$ cat src/rtl/xgmii_tx_pkg.sv
// Shared XGMII encoding constants, canned columns and the transmitter state
// type for the PHY-side XGMII frame transmitter.
package xgmii_tx_pkg;

  localparam logic [7:0] XGMII_IDLE    = 8'h07;
  localparam logic [7:0] XGMII_START   = 8'hFB;
  localparam logic [7:0] XGMII_TERM    = 8'hFD;
  localparam logic [7:0] XGMII_ERROR   = 8'hFE;
  localparam logic [7:0] PREAMBLE_BYTE = 8'h55;
  localparam logic [7:0] SFD_BYTE      = 8'hD5;

  // Lane 0 is the least significant byte and goes out first.
  localparam logic [63:0] IDLE_COLUMN  = {8{XGMII_IDLE}};
  localparam logic [63:0] START_COLUMN = {SFD_BYTE, {6{PREAMBLE_BYTE}}, XGMII_START};
  localparam logic [63:0] TERM_COLUMN  = {{7{XGMII_IDLE}}, XGMII_TERM};
  // Underrun abort: /E/ then /T/ so the MAC sees a terminated, errored frame.
  localparam logic [63:0] ABORT_COLUMN = {{6{XGMII_IDLE}}, XGMII_TERM, XGMII_ERROR};

  localparam logic [7:0] CTRL_ALL   = 8'hFF;
  localparam logic [7:0] CTRL_START = 8'h01;

  typedef enum logic [2:0] {IDLE, DATA, TERM, DRAIN, IFG} state_e;

endpackage

$ cat src/rtl/xgmii_frame_tx_if.sv
// Packet push interface (valid/ready, sop/eop/mod framing, error inject).
//   master: upstream packet source     slave: xgmii_frame_tx
interface xgmii_frame_tx_if;
  logic        pkt_val;
  logic        pkt_sop;
  logic        pkt_eop;
  logic [2:0]  pkt_mod;
  logic [63:0] pkt_data;
  logic        pkt_err_inj;
  logic        pkt_rdy;

  modport master (output pkt_val, pkt_sop, pkt_eop, pkt_mod, pkt_data, pkt_err_inj,
                  input  pkt_rdy);
  modport slave  (input  pkt_val, pkt_sop, pkt_eop, pkt_mod, pkt_data, pkt_err_inj,
                  output pkt_rdy);
endinterface

$ cat src/rtl/xgmii_term_encode.sv
// Combinational column encoder for an accepted packet word.
//   data    : packet bytes, lane k = data[8k+7:8k]
//   mod     : 0 = all 8 lanes are data; n = lanes 0..n-1 data, /T/ in lane n,
//             /I/ above it
//   err_inj : force lane 0 to /E/ (control) regardless of mod
//   rxd/rxc : resulting XGMII column
module xgmii_term_encode
  import xgmii_tx_pkg::*;
(
  input  logic [63:0] data,
  input  logic [2:0]  mod,
  input  logic        err_inj,
  output logic [63:0] rxd,
  output logic [7:0]  rxc
);

  always_comb begin
    rxd = data;
    rxc = '0;
    if (mod != 3'd0) begin
      for (int k = 0; k < 8; k++) begin
        if (k == int'(mod)) begin
          rxd[8*k +: 8] = XGMII_TERM;
          rxc[k]        = 1'b1;
        end else if (k > int'(mod)) begin
          rxd[8*k +: 8] = XGMII_IDLE;
          rxc[k]        = 1'b1;
        end
      end
    end
    if (err_inj) begin
      rxd[7:0] = XGMII_ERROR;
      rxc[0]   = 1'b1;
    end
  end

endmodule

$ cat src/rtl/xgmii_frame_tx.sv
// PHY-side XGMII frame transmitter: frames packet words into XGMII columns
// (start/preamble/SFD, data, terminate, idle gap) toward the MAC RX lanes.
//   clk_xgmii_rx / reset_xgmii_rx_n : clock, async active-low reset
//   pkt          : push interface (slave side), pkt_rdy registered
//   xgmii_rxd/c  : XGMII column, two register stages after acceptance
//   busy         : state is not IDLE
//   frame_cnt    : normally terminated frames (wraps)
//   underrun_cnt : aborted frames (saturates)
module xgmii_frame_tx
  import xgmii_tx_pkg::*;
#(
  parameter int IFG_WORDS = 2,
  parameter int CNT_W     = 32
) (
  input  logic             clk_xgmii_rx,
  input  logic             reset_xgmii_rx_n,
  xgmii_frame_tx_if.slave  pkt,
  output logic [63:0]      xgmii_rxd,
  output logic [7:0]       xgmii_rxc,
  output logic             busy,
  output logic [CNT_W-1:0] frame_cnt,
  output logic [15:0]      underrun_cnt
);

  // IFG counts down to zero, so load with IFG_WORDS-1.
  localparam logic [3:0] IFG_LAST = 4'(IFG_WORDS - 1);

  state_e             state_q, state_d;
  logic [3:0]         ifg_cnt_q, ifg_cnt_d;
  logic               rdy_q, rdy_d;
  logic               busy_q, busy_d;
  logic [63:0]        col_q, col_d;
  logic [7:0]         ctl_q, ctl_d;
  logic [63:0]        rxd_q;
  logic [7:0]         rxc_q;
  logic [CNT_W-1:0]   frame_cnt_q, frame_cnt_d;
  logic [15:0]        underrun_cnt_q, underrun_cnt_d;

  logic        accept;
  logic [63:0] enc_rxd;
  logic [7:0]  enc_rxc;

  assign accept = pkt.pkt_val & rdy_q;

  // Non-eop words are full columns, which is exactly the mod=0 encoding.
  xgmii_term_encode u_enc (
    .data    (pkt.pkt_data),
    .mod     (pkt.pkt_eop ? pkt.pkt_mod : 3'd0),
    .err_inj (pkt.pkt_err_inj),
    .rxd     (enc_rxd),
    .rxc     (enc_rxc)
  );

  always_comb begin
    state_d        = state_q;
    ifg_cnt_d      = ifg_cnt_q;
    col_d          = IDLE_COLUMN;
    ctl_d          = CTRL_ALL;
    frame_cnt_d    = frame_cnt_q;
    underrun_cnt_d = underrun_cnt_q;
    case (state_q)
      IDLE: begin
        // The sop word stays on the bus; it is taken in DATA next cycle.
        if (pkt.pkt_val && pkt.pkt_sop) begin
          col_d   = START_COLUMN;
          ctl_d   = CTRL_START;
          state_d = DATA;
        end
      end
      DATA: begin
        if (accept) begin
          col_d = enc_rxd;
          ctl_d = enc_rxc;
          if (pkt.pkt_eop) begin
            if (pkt.pkt_mod == 3'd0) begin
              state_d = TERM;
            end else begin
              frame_cnt_d = frame_cnt_q + CNT_W'(1);
              ifg_cnt_d   = IFG_LAST;
              state_d     = IFG;
            end
          end
        end else begin
          col_d = ABORT_COLUMN;
          if (underrun_cnt_q != 16'hFFFF) underrun_cnt_d = underrun_cnt_q + 16'd1;
          state_d = DRAIN;
        end
      end
      TERM: begin
        col_d       = TERM_COLUMN;
        frame_cnt_d = frame_cnt_q + CNT_W'(1);
        ifg_cnt_d   = IFG_LAST;
        state_d     = IFG;
      end
      DRAIN: begin
        if (accept && pkt.pkt_eop) begin
          ifg_cnt_d = IFG_LAST;
          state_d   = IFG;
        end
      end
      IFG: begin
        if (ifg_cnt_q == 4'd0) state_d = IDLE;
        else                   ifg_cnt_d = ifg_cnt_q - 4'd1;
      end
      default: state_d = IDLE;
    endcase
    rdy_d  = (state_d == DATA) || (state_d == DRAIN);
    busy_d = (state_d != IDLE);
  end

  always_ff @(posedge clk_xgmii_rx or negedge reset_xgmii_rx_n) begin
    if (!reset_xgmii_rx_n) begin
      state_q        <= IDLE;
      ifg_cnt_q      <= '0;
      rdy_q          <= 1'b0;
      busy_q         <= 1'b0;
      col_q          <= IDLE_COLUMN;
      ctl_q          <= CTRL_ALL;
      rxd_q          <= IDLE_COLUMN;
      rxc_q          <= CTRL_ALL;
      frame_cnt_q    <= '0;
      underrun_cnt_q <= '0;
    end else begin
      state_q        <= state_d;
      ifg_cnt_q      <= ifg_cnt_d;
      rdy_q          <= rdy_d;
      busy_q         <= busy_d;
      col_q          <= col_d;
      ctl_q          <= ctl_d;
      // Output stage: a word accepted at edge N is visible after edge N+1.
      rxd_q          <= col_q;
      rxc_q          <= ctl_q;
      frame_cnt_q    <= frame_cnt_d;
      underrun_cnt_q <= underrun_cnt_d;
    end
  end

  assign pkt.pkt_rdy  = rdy_q;
  assign xgmii_rxd    = rxd_q;
  assign xgmii_rxc    = rxc_q;
  assign busy         = busy_q;
  assign frame_cnt    = frame_cnt_q;
  assign underrun_cnt = underrun_cnt_q;

endmodule

$ cat src/flat_wrapper.sv
// flat-port wrapper written by rule: the top's interface ports become plain ports
module xgmii_frame_tx_flat import xgmii_tx_pkg::*;
#(
  parameter int IFG_WORDS = 2,
  parameter int CNT_W     = 32
)
  (clk_xgmii_rx, reset_xgmii_rx_n, xgmii_rxd, xgmii_rxc, busy, frame_cnt, underrun_cnt, pkt_pkt_val, pkt_pkt_sop, pkt_pkt_eop, pkt_pkt_mod, pkt_pkt_data, pkt_pkt_err_inj, pkt_pkt_rdy);
  xgmii_frame_tx_if pkt_i ();
  input  logic clk_xgmii_rx;
  input  logic reset_xgmii_rx_n;
  output logic [63:0] xgmii_rxd;
  output logic [7:0] xgmii_rxc;
  output logic busy;
  output logic [CNT_W-1:0] frame_cnt;
  output logic [15:0] underrun_cnt;
  input wire logic [$bits(pkt_i.pkt_val)-1:0] pkt_pkt_val;
  input wire logic [$bits(pkt_i.pkt_sop)-1:0] pkt_pkt_sop;
  input wire logic [$bits(pkt_i.pkt_eop)-1:0] pkt_pkt_eop;
  input wire logic [$bits(pkt_i.pkt_mod)-1:0] pkt_pkt_mod;
  input wire logic [$bits(pkt_i.pkt_data)-1:0] pkt_pkt_data;
  input wire logic [$bits(pkt_i.pkt_err_inj)-1:0] pkt_pkt_err_inj;
  output wire logic [$bits(pkt_i.pkt_rdy)-1:0] pkt_pkt_rdy;
  assign pkt_i.pkt_val = pkt_pkt_val;
  assign pkt_i.pkt_sop = pkt_pkt_sop;
  assign pkt_i.pkt_eop = pkt_pkt_eop;
  assign pkt_i.pkt_mod = pkt_pkt_mod;
  assign pkt_i.pkt_data = pkt_pkt_data;
  assign pkt_i.pkt_err_inj = pkt_pkt_err_inj;
  assign pkt_pkt_rdy = pkt_i.pkt_rdy;
  xgmii_frame_tx #(.IFG_WORDS(IFG_WORDS), .CNT_W(CNT_W)) u_core (.clk_xgmii_rx(clk_xgmii_rx), .reset_xgmii_rx_n(reset_xgmii_rx_n), .pkt(pkt_i), .xgmii_rxd(xgmii_rxd), .xgmii_rxc(xgmii_rxc), .busy(busy), .frame_cnt(frame_cnt), .underrun_cnt(underrun_cnt));
endmodule
$ cat config.mk
export PLATFORM = sky130hd
export DESIGN_NAME = xgmii_frame_tx_flat
export DESIGN_NICKNAME = d
export VERILOG_FILES = /design/src/rtl/xgmii_tx_pkg.sv /design/src/rtl/xgmii_frame_tx_if.sv /design/src/rtl/xgmii_term_encode.sv /design/src/rtl/xgmii_frame_tx.sv /design/src/flat_wrapper.sv
export SDC_FILE = /design/constraint.sdc
export NUM_CORES = 1
export LEC_CHECK = 0
export CAP_MARGIN = 0
export CELL_PAD_IN_SITES_DETAIL_PLACEMENT = 1
export CELL_PAD_IN_SITES_GLOBAL_PLACEMENT = 2
export CORE_MARGIN = 2
export CORE_UTILIZATION = 31
export CTS_CLUSTER_DIAMETER = 60
export DETAILED_ROUTE_END_ITERATION = 8
export GPL_TIMING_DRIVEN = 0
export PLACE_DENSITY_LB_ADDON = 0.1
export SETUP_SLACK_MARGIN = 0.3
export SKIP_LAST_GASP = 1
export SLEW_MARGIN = 20
export SYNTH_ARGS = -nofsm -noshare
export SYNTH_HDL_FRONTEND = slang
export SYNTH_SLANG_ARGS = --single-unit
$ cat constraint.sdc
create_clock -name clk_xgmii_rx -period 2.3 [get_ports clk_xgmii_rx]
set_input_delay 0.69 -clock clk_xgmii_rx [delete_from_list [all_inputs] [get_ports clk_xgmii_rx]]
set_output_delay 0.69 -clock clk_xgmii_rx [all_outputs]
set_load 0.005 [all_outputs]
# --- Word level (Yosys, flattened, before mapping) ---
# Index checks and enable logic that the tools add are counted.
word_totals:
  output_inout_bits: 122
  in_bits: 73
  wordCells: 113
  ff_bits: 201
classes:
  mux: 58
  n_bitwise: 2
  n_reduce_logical: 14
  order_cmp: 7
  eq_ne: 19
  n_addsub: 3
ops:
  columns: ["operator", "n"]
  rows:
  - ["two-way mux 64 bit", 3]
  - ["case mux 64 bit (3 select lines)", 1]
  - ["two-way mux 8 bit", 19]
  - ["two-way mux 32 bit", 3]
  - ["case mux 32 bit (2 select lines)", 1]
  - ["adder 32 x 1 -> 32 bit, second input constant", 1]
  - ["two-way mux 3 bit", 7]
  - ["two-way mux 4 bit", 5]
  - ["adder 16 x 1 -> 16 bit, second input constant", 1]
  - ["two-way mux 1 bit", 16]
  - ["!= test 16 bit, second input constant", 1]
  - ["case mux 4 bit (4 select lines)", 1]
  - ["case mux 8 bit (2 select lines)", 1]
  - ["case mux 3 bit (5 select lines)", 1]
  - ["== test 3 bit, first input constant", 4]
  - ["> comparator 3 bit, first input constant", 4]
  - ["== test 3 x 2 -> 1 bit, second input constant", 3]
  - ["logical NOT 3 bit", 3]
  - ["== test 2 x 3 -> 1 bit, first input constant", 2]
  - ["== test 3 x 1 -> 1 bit, second input constant", 2]
  - ["> comparator 2 x 3 -> 1 bit, first input constant", 2]
  - ["!= test 2 bit, second input constant", 3]
  - ["AND reduction 6 bit", 1]
  - ["nonzero test 3 bit", 2]
  - ["other kinds (14)", 16]

# --- Longest topological paths before layout ---
# Gate-level depths: netlist (run 1).
logic_depth:
  word_depth: 8
  mapped_depth: 7
  mapped_depth_nobuf: 6

# --- Modules after synthesis ---
# A second synthesis (run 1) with hierarchy kept.
unflattened:
  cells_unflattened: 650
  area_unflattened_um2: 7881.3
by_module_without_submodules:
  columns: ["module", "n_inst", "cells_per_inst", "area_per_inst_um2", "seq_area_each_um2"]
  rows:
  - ["xgmii_frame_tx", 1, 514, 7043.0, 5109.9]
  - ["xgmii_term_encode", 1, 136, 838.3, 0.0]

# --- Least setup slack after synthesis (run 1) ---
# OpenSTA, ideal clock, no wires.
synth_timing:
  path_type: "input port to flip-flop"
  from: "input pkt_pkt_mod[2]"
  to: "register u_core.busy_q, in the netlist u_core.busy"
  required_ns: 2.169
  setup_slack_ns: 0.154
  path_stages: 4
  t_arrival_ns: 2.014
  path_buffers: 0
  setup_ns: 0.131
  cell_sequence: "o31ai_4 o31ai_4 or3_2 or3_1"
synth_via:
  elab_chain_len: 6
synth_lines:
  columns: ["element", "line", "source"]
  rows:
  - ["start: declaration", "flat_wrapper.sv:19", "input wire logic [$bits(pkt_i.pkt_mod)-1:0] pkt_pkt_mod;"]
  - ["logical NOT 3 bit", "xgmii_frame_tx.sv:75", "if (pkt.pkt_mod == 3'd0) begin"]
  - ["two-way mux 3 bit", "xgmii_frame_tx.sv:75", null]
  - ["two-way mux 3 bit", "xgmii_frame_tx.sv:74", "if (pkt.pkt_eop) begin"]
  - ["two-way mux 3 bit", "xgmii_frame_tx.sv:71", "if (accept) begin"]
  - ["case mux 3 bit (5 select lines)", "xgmii_frame_tx.sv:61", "case (state_q)"]
  - ["named net u_core.state_d[2]", "xgmii_frame_tx.sv:28", "state_e state_q, state_d;"]
  - ["nonzero test 3 bit", "xgmii_frame_tx.sv:108", "busy_d = (state_d != IDLE);"]
  - ["named net u_core.busy_d", "xgmii_frame_tx.sv:31", "logic busy_q, busy_d;"]
  - ["end signal: assignment", "xgmii_frame_tx.sv:127", "busy_q <= busy_d;"]
  - ["end: declaration", "xgmii_frame_tx.sv:31", null]
# The timed path passes the listed nets, and every way through them passes these cells.
# A chain may end at the register's enable or synchronous reset.

# --- Worst setup path after layout (run 1) ---
layout_timing:
  from: "register u_core.state_q[2]"
  to: "register u_core.frame_cnt_q[25], in the netlist u_core.frame_cnt[25]"
layout_via:
  elab_chain_len: 3
  elab_cells_between_ends: 8
  cone_classes: "5 x eq/ne; 1 x mux; 2 x reduce/logical"
layout_lines:
  columns: ["element", "line", "source"]
  rows:
  - ["start: declaration", "xgmii_frame_tx.sv:28", null]
  - ["start signal: assignment", "xgmii_frame_tx.sv:124", "state_q <= state_d;"]
  - ["== test 3 x 1 -> 1 bit or == test 3 x 2 -> 1 bit (tied branches)", "xgmii_frame_tx.sv:61", null]
  - ["!= test 2 x 1 -> 1 bit (no line), or another cell as far along", null, null]
  - ["AND reduction 4 bit (no line)", null, null]
  - ["end signal: assignment", "xgmii_frame_tx.sv:133", "frame_cnt_q <= frame_cnt_d;"]
  - ["end: declaration", "xgmii_frame_tx.sv:36", "logic [CNT_W-1:0] frame_cnt_q, frame_cnt_d;"]
# Parallel ways exist; a longest one is shown, timed or not.

==> flow_metrics.py, run 1 <==
metrics = {
    "detailed_routing": {
        "post-route-drc-count": 0,
        "firstDrtPassIters": 4,
        "via_count": 5331,
        "wl_um": 20600,
        "viasPerCell": 4.53,
        "wl_per_cell_um": 17.5,
        "drtIter0Drc": 172,
        "antenna_left": 0,
    },
    "clocking": {
        "h-tree-depth": 1,
        "cts_root_buf": "clkbuf_16",
        "clock_tree.buffer_depth": 3,
        "clock-sinks": 201,
        "cts_tree": "built",
        "cts_buffers": 24,
        "clock_latency_ns": 0.51,
        "path_clk_slew_ns": 0.06,
    },
    "die": {
        "initial_utilization_pct": 31.8,
        "die_h_um": 157,
        "core_area_mm2": 0.0228,
        "rows": 55,
        "die_w_um": 157,
        "io_pins": 195,
        "die_area_mm2": 0.0246,
    },
    "setup_path": {
        "path_class": "flop to flop",
        "startpoint": "u_core.state_q[2]$_DFF_PN0_",
        "start_kind": "flop",
        "crit_fanout": 7,
        "crit_required_ns": 2.73,
        "arrival_ns": 2.44,
        "crit_path_end_kind": "flop",
        "r2r_start": "u_core.state_q[2]$_DFF_PN0_",
    },
    "outcome": {
        "outcome": "complete, no violations",
    },
    "timing": {
        "tns_ns": 0,
        "period_needed_ns": 2.01,
        "fin_skew_ns": 0.00912,
        "setup_ws_ns": 0.288,
        "final-max-slew-violation-count": 0,
        "period_share_pct": 87.5,
        "holdWs_ns": 0.346,
        "slew_headroom_pct": 49.8,
        "hold_viol": 0,
        "finalSetupViolCount": 0,
        "rsz0062_at_grt": "yes",
        "tightest_slew_ns": 0.753,
        "fmax_mhz": 497,
    },
    "grt": {
        "grt_util_all_layers_pct": 16.8,
        "antenna_found_initial": 1,
        "first_global_vias": 5940,
        "grt_overflow_total": 0,
        "grt_pass1_wl_um": 32300,
        "grt_max_degree": 104,
    },
    "finish": {
        "nFillCells": 2366,
        "seq_area_mm2": 0.00512,
        "n_antenna_cell": 0,
        "final_util_pct": 49.4,
        "fin_nets": 924,
        "syn2layout_area_growth_pct": 55.4,
        "layout_commonest_cell": "dfrtp_1",
        "multi_input_area_mm2": 0.00238,
        "drive_above_1_share_pct": 29.0,
        "layout_common_cells": "129 x dfrtp_1, 114 x dlygate4sd2_1, 66 x clkdlybuf4s50_1, 64 x dfstp_2, 59 x buf_4",
    },
    "job": {
        "max_cap_viol_count": 0,
    },
    "synthesis": {
        "synth-edff-count": 0,
        "seq_area_frac_synth_pct": 70.5,
        "syn-cell-area_mm2": 0.00725,
        "synth_ff_type": "dfrtp_1",
        "ys_types": 53,
        "async_reset_ff_share_pct": 100,
        "syn_nets": 635,
        "synthesis.instances": 558,
        "synth.avg_cell_area_um2": 13.0,
        "yosys_warnings": 0,
        "ys_seq_elements": 201,
    },
    "pwr": {
        "leakage_nw": 5.42,
        "powerDensity_mw_per_mm2": 945,
        "ir_worst_vdd_v": 0.000600,
    },
    "placement": {
        "dp.final_hpwl_um": 13600,
        "gp_congestion": 0.759,
        "port-buffer-count": 193,
        "place_ws_ns": -1.10,
    },
    "worst_hold_path": {
        "min_path_type": "flop to flop",
        "worstHoldStart": "u_core.col_q[27]$_DFF_PN0_",
    },
}
-- worst max-delay path, cell delays in order, from the launching register on --
cell     delay [ns]
dfrtp_2        0.40
or3b_1         0.38
buf_6          0.13
o31ai_4        0.20
buf_12         0.17
buf_6          0.10
nand3_4        0.14
buf_6          0.20
nor2_4         0.07
xor2_1         0.14
-- power breakdown --
part	switching [W]	total (W)	internal, W
Clock	0.00146	0.00376	0.00230
Combinational	0.00123	0.00234	0.00111
Sequential	0.000219	0.00454	0.00432
Total	0.00291	0.0106	0.00773
-- sequential cells by signal, indices dropped and copies added, names as in the netlist --
signal / count
u_core.ifg_cnt_q: 4
u_core.xgmii_rxd: 64
u_core.ctl_q: 8
u_core.xgmii_rxc: 8
u_core.pkt.pkt_rdy: 1
u_core.state_q: 3
u_core.busy: 1
u_core.col_q: 64
u_core.frame_cnt: 32
u_core.underrun_cnt: 16
-- path summary, 6_finish.rpt --
check	end	slack [ns]	cells past startpoint
min	u_core.xgmii_rxd[27]$_DFF_PN0_	0.35	0
min reg2reg	u_core.xgmii_rxd[27]$_DFF_PN0_	0.35	0
max reg2reg	u_core.frame_cnt[25]$_DFFE_PN0P_	0.29	9
max	u_core.frame_cnt[25]$_DFFE_PN0P_	0.29	9
min in group asynchronous	u_core.frame_cnt[18]$_DFFE_PN0P_	0.55	2
max in group asynchronous	u_core.col_q[25]$_DFF_PN1_	0.60	4
-- kinds of logic after synthesis --
kind of cell    count (synthesis)  synth area share, %
mux                             2                0.311
simple gates                  206                 14.3
flops                         201                 70.5
buf+inv                        27                 1.69
fa+ha+maj                       4                0.691
compound gates                 69                 6.56
xor+xnor                       49                 5.92
-- synth_stat cells (12+ instances only) --
master | count | area, µm²
nand4_1 | 13 | 81.3
nand3_1 | 20 | 100
nor3_1 | 13 | 65.1
xnor2_1 | 28 | 245
nand2_1 | 49 | 184
clkbuf_1 | 12 | 45.0
or3_1 | 15 | 93.8
dfrtp_1 | 137 | 3430
xor2_1 | 21 | 184
nor2_1 | 58 | 218
o21ai_0 | 22 | 110
a21oi_1 | 13 | 65.1
dfstp_2 | 64 | 1680
-- metal layers --
| metal | global-route usage, % | up-vias | part of all wire [%] |
|---|---|---|---|
| li1 | - | 2481 | - |
| met3 | 4.85 | 32 | 6.8 |
| met5 | 0 | - | 0.063 |
| met2 | 28.8 | 142 | 49 |
| met1 | 21.1 | 2674 | 42 |
| met4 | 3.93 | 2 | 2.1 |
-- repair_timing --
action / CTS / global route
hold endpoints to repair: 1 / 0
gates resized for setup: 207 / 37
pin swaps: 38 / 21
buffers inserted: 59 / 8
setup endpoints to repair: 232 / 85
hold buffers: 1 / 0
-- area by class of cell --
cell class	instances	share of cell area, %
plain buffers	17	1.04
clock buffers	39	6.85
clock inverters	5	0.322
inverters	10	0.333
multi-input cells	330	21.2
flip-flops and latches	201	45.5
well taps	313	3.48
repair buffers	263	21.3
-- through the flow --
step / std cells / power [W] / instance area [µm²]
floorplan: 558 / 0.00546 / 7270
global placement: 1064 / 0.00669 / 9590
detailed placement: 1066 / 0.00679 / 9660
CTS: 1170 / 0.0107 / 11100
global route: 1178 / 0.0112 / 11300
finish: 1178 / 0.0106 / 11300
Power figures use the tool's default switching activity.
==> run 2, diff against run 1 <==
Settings changed: RECOVER_POWER from default to 25.
==> run 2 against run 1 <==
Against the previous run: worst hold slack unchanged; via count about the same; critical path depth unchanged; fmax unchanged; non-clock buffer count unchanged; critical endpoint unchanged; setup slack unchanged; clock power about the same; power about the same; core utilization about the same; first-iteration DRC count unchanged.
==> flow_metrics.py, run 2 (same netlist as run 1, synthesis figures left out) <==
metrics = {
    "outcome": {
        "outcome": "complete, no violations",
    },
    "timing": {
        "hold_viol": 0,
        "setup_ws_ns": 0.288,
        "final-max-slew-violation-count": 0,
        "fmax_mhz": 497,
        "rsz0062_at_grt": "yes",
        "period_needed_ns": 2.01,
        "period_share_pct": 87.5,
        "tns_ns": 0,
        "fin_skew_ns": 0.00912,
        "slew_headroom_pct": 49.8,
        "tightest_slew_ns": 0.753,
        "holdWs_ns": 0.346,
        "finalSetupViolCount": 0,
    },
    "setup_path": {
        "path_delay_family": "buffers and inverters",
        "arrival_ns": 2.44,
        "start_kind": "flop",
        "crit_fanout": 7,
        "path_common_cell": "buf_6",
        "r2r_start": "u_core.state_q[2]$_DFF_PN0_",
        "path_class": "flop to flop",
        "crit_buf_inv": 4,
        "regToRegEndpoint": "u_core.frame_cnt[25]$_DFFE_PN0P_",
        "crit_slowest_cell": "dfrtp_2",
        "rrSetupSlack_ns": 0.29,
        "rr_worst_depth": 9,
        "crit_path_end_kind": "flop",
        "path_cells": "or3b_1 -> buf_6 -> o31ai_4 -> buf_12 -> buf_6 -> nand3_4 -> buf_6 -> nor2_4 -> xor2_1",
        "crit_required_ns": 2.73,
        "cpPeakStageDelay_ns": 0.40,
    },
    "job": {
        "max_cap_viol_count": 0,
    },
    "clocking": {
        "cts_root_buf": "clkbuf_16",
        "clock_latency_ns": 0.51,
        "path_clk_slew_ns": 0.06,
        "cts_buffers": 24,
        "h-tree-depth": 1,
        "cts_tree": "built",
        "clock-sinks": 201,
        "clock_tree.buffer_depth": 3,
    },
    "die": {
        "rows": 55,
        "core_area_mm2": 0.0228,
        "die_area_mm2": 0.0246,
        "die_w_um": 157,
        "die_h_um": 157,
        "initial_utilization_pct": 31.8,
        "io_pins": 195,
    },
    "worst_hold_path": {
        "holdPathEnd": "u_core.xgmii_rxd[27]$_DFF_PN0_",
        "worstHoldStart": "u_core.col_q[27]$_DFF_PN0_",
        "min_path_type": "flop to flop",
        "whs_path_depth": 0,
    },
    "finish": {
        "layout_commonest_cell": "dfrtp_1",
        "fin_nets": 924,
        "n_antenna_cell": 0,
        "drive_above_1_share_pct": 28.9,
        "layout_common_cells": "129 x dfrtp_1, 114 x dlygate4sd2_1, 66 x clkdlybuf4s50_1, 64 x dfstp_2, 59 x buf_4",
        "syn2layout_area_growth_pct": 55.2,
    },
    "detailed_routing": {
        "firstDrtPassIters": 4,
        "wl_um": 20600,
        "drtIter0Drc": 172,
        "wl_per_cell_um": 17.5,
        "via_count": 5330,
        "post-route-drc-count": 0,
        "viasPerCell": 4.52,
        "antenna_left": 0,
    },
    "grt": {
        "grt_util_met2_pct": 28.8,
        "grtUsageMet3_pct": 4.85,
        "grt_max_degree": 104,
        "grt_util_all_layers_pct": 16.8,
        "grt_overflow_total": 0,
        "grt_pass1_wl_um": 32300,
        "top_usage_layer": "met2",
        "first_global_vias": 5940,
        "antenna_found_initial": 1,
        "grt_use_met1_pct": 21.1,
    },
    "placement": {
        "port-buffer-count": 193,
        "dp.final_hpwl_um": 13600,
        "place_ws_ns": -1.10,
        "gp_congestion": 0.759,
    },
    "pwr": {
        "powerDensity_mw_per_mm2": 945,
        "leakage_nw": 5.41,
        "ir_worst_vdd_v": 0.000600,
    },
}
## run 2: cell count changes in the layout (fill, tap and decap cells not counted)
cell	change
buf_8	-1
clkbuf_1	+1
## run 2: power by group
part / switching [W] / internal (W)
combinational: 0.00123 / 0.00111
sequential: 0.000219 / 0.00432
clock: 0.00146 / 0.00230
## run 2: final cells by class
cell class | instances | area, µm²
plain buffers | 17 | 118
clock buffers | 39 | 771
clock inverters | 5 | 36.3
fillers | 2368 | 11500
inverters | 10 | 37.5
multi-input cells | 330 | 2380
flip-flops and latches | 201 | 5120
well taps | 313 | 392
repair buffers | 263 | 2390
## run 2: worst max-delay path by stage
stage	depth (start not counted)	end	slack (ns)	from
after floorplan	4	u_core.busy$_DFF_PN0_	0.30	pkt_pkt_mod[0]
after global placement	1	u_core.col_q[27]$_DFF_PN0_	-7.51	reset_xgmii_rx_n
after detailed placement	7	u_core.col_q[38]$_DFF_PN0_	-1.10	pkt_pkt_mod[0]
after CTS	7	u_core.frame_cnt[14]$_DFFE_PN0P_	0.09	u_core.state_q[1]$_DFF_PN0_
after global routing	9	u_core.frame_cnt[21]$_DFFE_PN0P_	0.19	u_core.state_q[2]$_DFF_PN0_
final	9	u_core.frame_cnt[25]$_DFFE_PN0P_	0.29	u_core.state_q[2]$_DFF_PN0_
## run 2: metal layers
metal  vias to the layer above  share of wire [%]
met5                         -              0.063
met4                         2                2.1
met3                        32                6.8
met2                       142                 49
met1                      2673                 42
li1                       2481                  -
## run 2: through the flow
step | instances | cell area [µm²] | util [%] | total power, W
finish | 1178 | 11200 | 49.4 | 0.0106
global route | 1178 | 11200 | 49.4 | 0.0112
CTS | 1170 | 11100 | 48.6 | 0.0107
detailed placement | 1066 | 9660 | 42.4 | 0.00679
global placement | 1064 | 9590 | 42.1 | 0.00669
floorplan | 558 | 7270 | - | 0.00546
## run 2: timing repair
item	in CTS	in global routing
cloned	0	0
hold buffers	1	0
resized for setup	207	37
setup buffers	59	8
endpoints found under the hold margin	1	0
setup endpoints to repair	232	85
pin swaps	38	21
==> run 3, diff against run 2 <==
Settings changed: CORE_ASPECT_RATIO from default to 0.6.
==> run 3 against run 2 <==
Against the previous run: clock power is 18% lower; power is 5.5% lower; wire length is 4.0% higher; critical endpoint is now u_core.frame_cnt[19]$_DFFE_PN0P_; count of clock-buffer cells in the layout is 6 lower; via count is 0.34% higher; highest routed layer is now met4; register-to-register slack worse by 0.02 ns.
==> flow_metrics.py, run 3 (same netlist as run 1, synthesis figures left out) <==
metrics = {
    "outcome": {
        "outcome": "complete, no violations",
    },
    "setup_path": {
        "cpPeakStageDelay_ns": 0.40,
        "crit_slowest_cell": "dfrtp_1",
        "arrival_ns": 2.44,
        "path_cells": "or3b_1 -> buf_6 -> o31ai_4 -> buf_12 -> buf_12 -> nand3_4 -> nor3_4 -> xor2_1",
        "path_delay_family": "simple AND/OR/NAND/NOR gates",
        "start_kind": "flop",
        "path_common_cell": "buf_12",
        "crit_fanout": 6,
        "crit_required_ns": 2.71,
        "path_class": "flop to flop",
        "crit_buf_inv": 3,
        "crit_path_end_kind": "flop",
    },
    "timing": {
        "tns_ns": 0,
        "hold_viol": 0,
        "fin_skew_ns": 0.0110,
        "final-max-slew-violation-count": 0,
        "rsz0062_at_grt": "yes",
        "fmax_mhz": 493,
        "finalSetupViolCount": 0,
        "period_share_pct": 88.2,
        "tightest_slew_ns": 1.10,
        "period_needed_ns": 2.03,
        "slew_headroom_pct": 27.0,
        "holdWs_ns": 0.344,
    },
    "finish": {
        "syn2layout_area_growth_pct": 52.4,
        "final_cells": 1179,
        "nFillCells": 2468,
        "layout_commonest_cell": "dfrtp_1",
        "drive_above_1_share_pct": 29.3,
        "n_antenna_cell": 0,
        "finalInstanceArea_mm2": 0.0110,
        "fin_nets": 927,
        "seq_area_mm2": 0.00512,
        "multi_input_area_mm2": 0.00235,
        "layout_common_cells": "128 x dfrtp_1, 124 x dlygate4sd2_1, 72 x buf_4, 66 x clkdlybuf4s50_1, 64 x dfstp_2",
    },
    "die": {
        "die_area_mm2": 0.0247,
        "core_area_mm2": 0.0230,
        "die_w_um": 201,
        "initial_utilization_pct": 31.5,
        "die_h_um": 122,
        "rows": 43,
        "io_pins": 195,
    },
    "placement": {
        "place_area_mm2": 0.00967,
        "placed_cells": 1069,
        "port-buffer-count": 193,
        "gp_congestion": 0.767,
        "dp.final_hpwl_um": 14600,
    },
    "detailed_routing": {
        "firstDrtPassIters": 4,
        "post-route-drc-count": 0,
        "wl_per_cell_um": 18.1,
        "via_count": 5348,
        "antenna_left": 0,
        "viasPerCell": 4.54,
        "drtIter0Drc": 220,
        "wl_um": 21400,
    },
    "clocking": {
        "cts_root_buf": "clkbuf_16",
        "clock-sinks": 201,
        "path_clk_slew_ns": 0.06,
        "cts_buffers": 20,
        "cts_tree": "built",
        "clock_tree.buffer_depth": 3,
        "h-tree-depth": 1,
        "ctsHoldBuffers": 0,
        "clock_latency_ns": 0.49,
    },
    "grt": {
        "grt_util_all_layers_pct": 17.4,
        "grt_overflow_total": 0,
        "grt_max_degree": 99,
        "antenna_found_initial": 0,
        "first_global_vias": 5868,
        "grt_pass1_wl_um": 33200,
    },
    "pwr": {
        "p_int_w": 0.00724,
        "combPwrFrac_pct": 23.9,
        "p_seq_share_pct": 45.4,
        "ir_worst_vdd_v": 0.000453,
        "switchingPower_w": 0.00281,
        "switching_share_pct": 28.0,
        "p_clk_share_pct": 30.7,
        "fin_total_pwr_w": 0.0101,
        "leakage_nw": 5.34,
        "powerDensity_mw_per_mm2": 911,
    },
    "worst_hold_path": {
        "min_path_type": "flop to flop",
    },
    "job": {
        "max_cap_viol_count": 0,
    },
}
==> run 3: changes by cell type in the layout (fill, tap and decap cells not counted), sizes merged <==
cell / previous run / this run
buf: 76 / 83
inv: 13 / 10
clkbuf: 52 / 45
dlygate4sd3: 1 / 0
dlygate4sd2: 114 / 124
clkinv: 2 / 3
clkdlybuf4s15: 9 / 1
==> run 3: layout make-up <==
type                    instances  share of cell area (%)
flip-flops and latches        201                    46.4
clock buffers                  33                    5.35
clock inverters                 3                   0.136
plain buffers                  17                    1.09
inverters                      10                   0.340
multi-input cells             330                    21.3
repair buffers                270                    21.8
well taps                     315                    3.57
==> run 3: path summary, 6_finish.rpt <==
check	cells past startpoint	end	slack, ns	from
min in group asynchronous	1	u_core.col_q[7]$_DFF_PN0_	0.38	reset_xgmii_rx_n
worst max register to register	8	u_core.frame_cnt[19]$_DFFE_PN0P_	0.27	u_core.state_q[1]$_DFF_PN0_
max in group asynchronous	2	u_core.xgmii_rxd[59]$_DFF_PN0_	0.48	reset_xgmii_rx_n
worst max-delay path	8	u_core.frame_cnt[19]$_DFFE_PN0P_	0.27	u_core.state_q[1]$_DFF_PN0_
worst min-delay path	0	u_core.xgmii_rxd[55]$_DFF_PN0_	0.34	u_core.col_q[55]$_DFF_PN0_
worst min register to register	0	u_core.xgmii_rxd[55]$_DFF_PN0_	0.34	u_core.col_q[55]$_DFF_PN0_
==> run 3: power by group through the flow <==
stage | Sequential [W] | Clock, W | Combinational [W]
floorplan | 0.00465 | 0 | 0.000803
global placement | 0.00467 | 0 | 0.00205
detailed placement | 0.00471 | 0 | 0.00209
CTS | 0.00457 | 0.00318 | 0.00235
global route | 0.00463 | 0.00332 | 0.00265
finish | 0.00456 | 0.00309 | 0.00240
==> run 3: per-layer routing <==
metal  wire length, µm  GRT usage, %
met5                 0             0
met4               306          3.31
met3               977          3.72
met2              9630          26.7
met1             10500          25.5
==> run 3: metrics by stage <==
stage | setup WS [ns] | util [%]
2_1_floorplan | 0.301 | -
3_3_place_gp | -7.58 | 41.7
3_5_place_dp | -0.872 | 42.0
4_1_cts | 0.120 | 47.4
5_1_grt | 0.145 | 47.9
6_report | 0.272 | 47.9
==> run 3: what timing repair did <==
action,4_1_cts,5_1_grt
cloned,0,0
pin swaps,27,22
buffers inserted,70,4
gates resized for setup,196,28
endpoints found under the setup margin,219,61
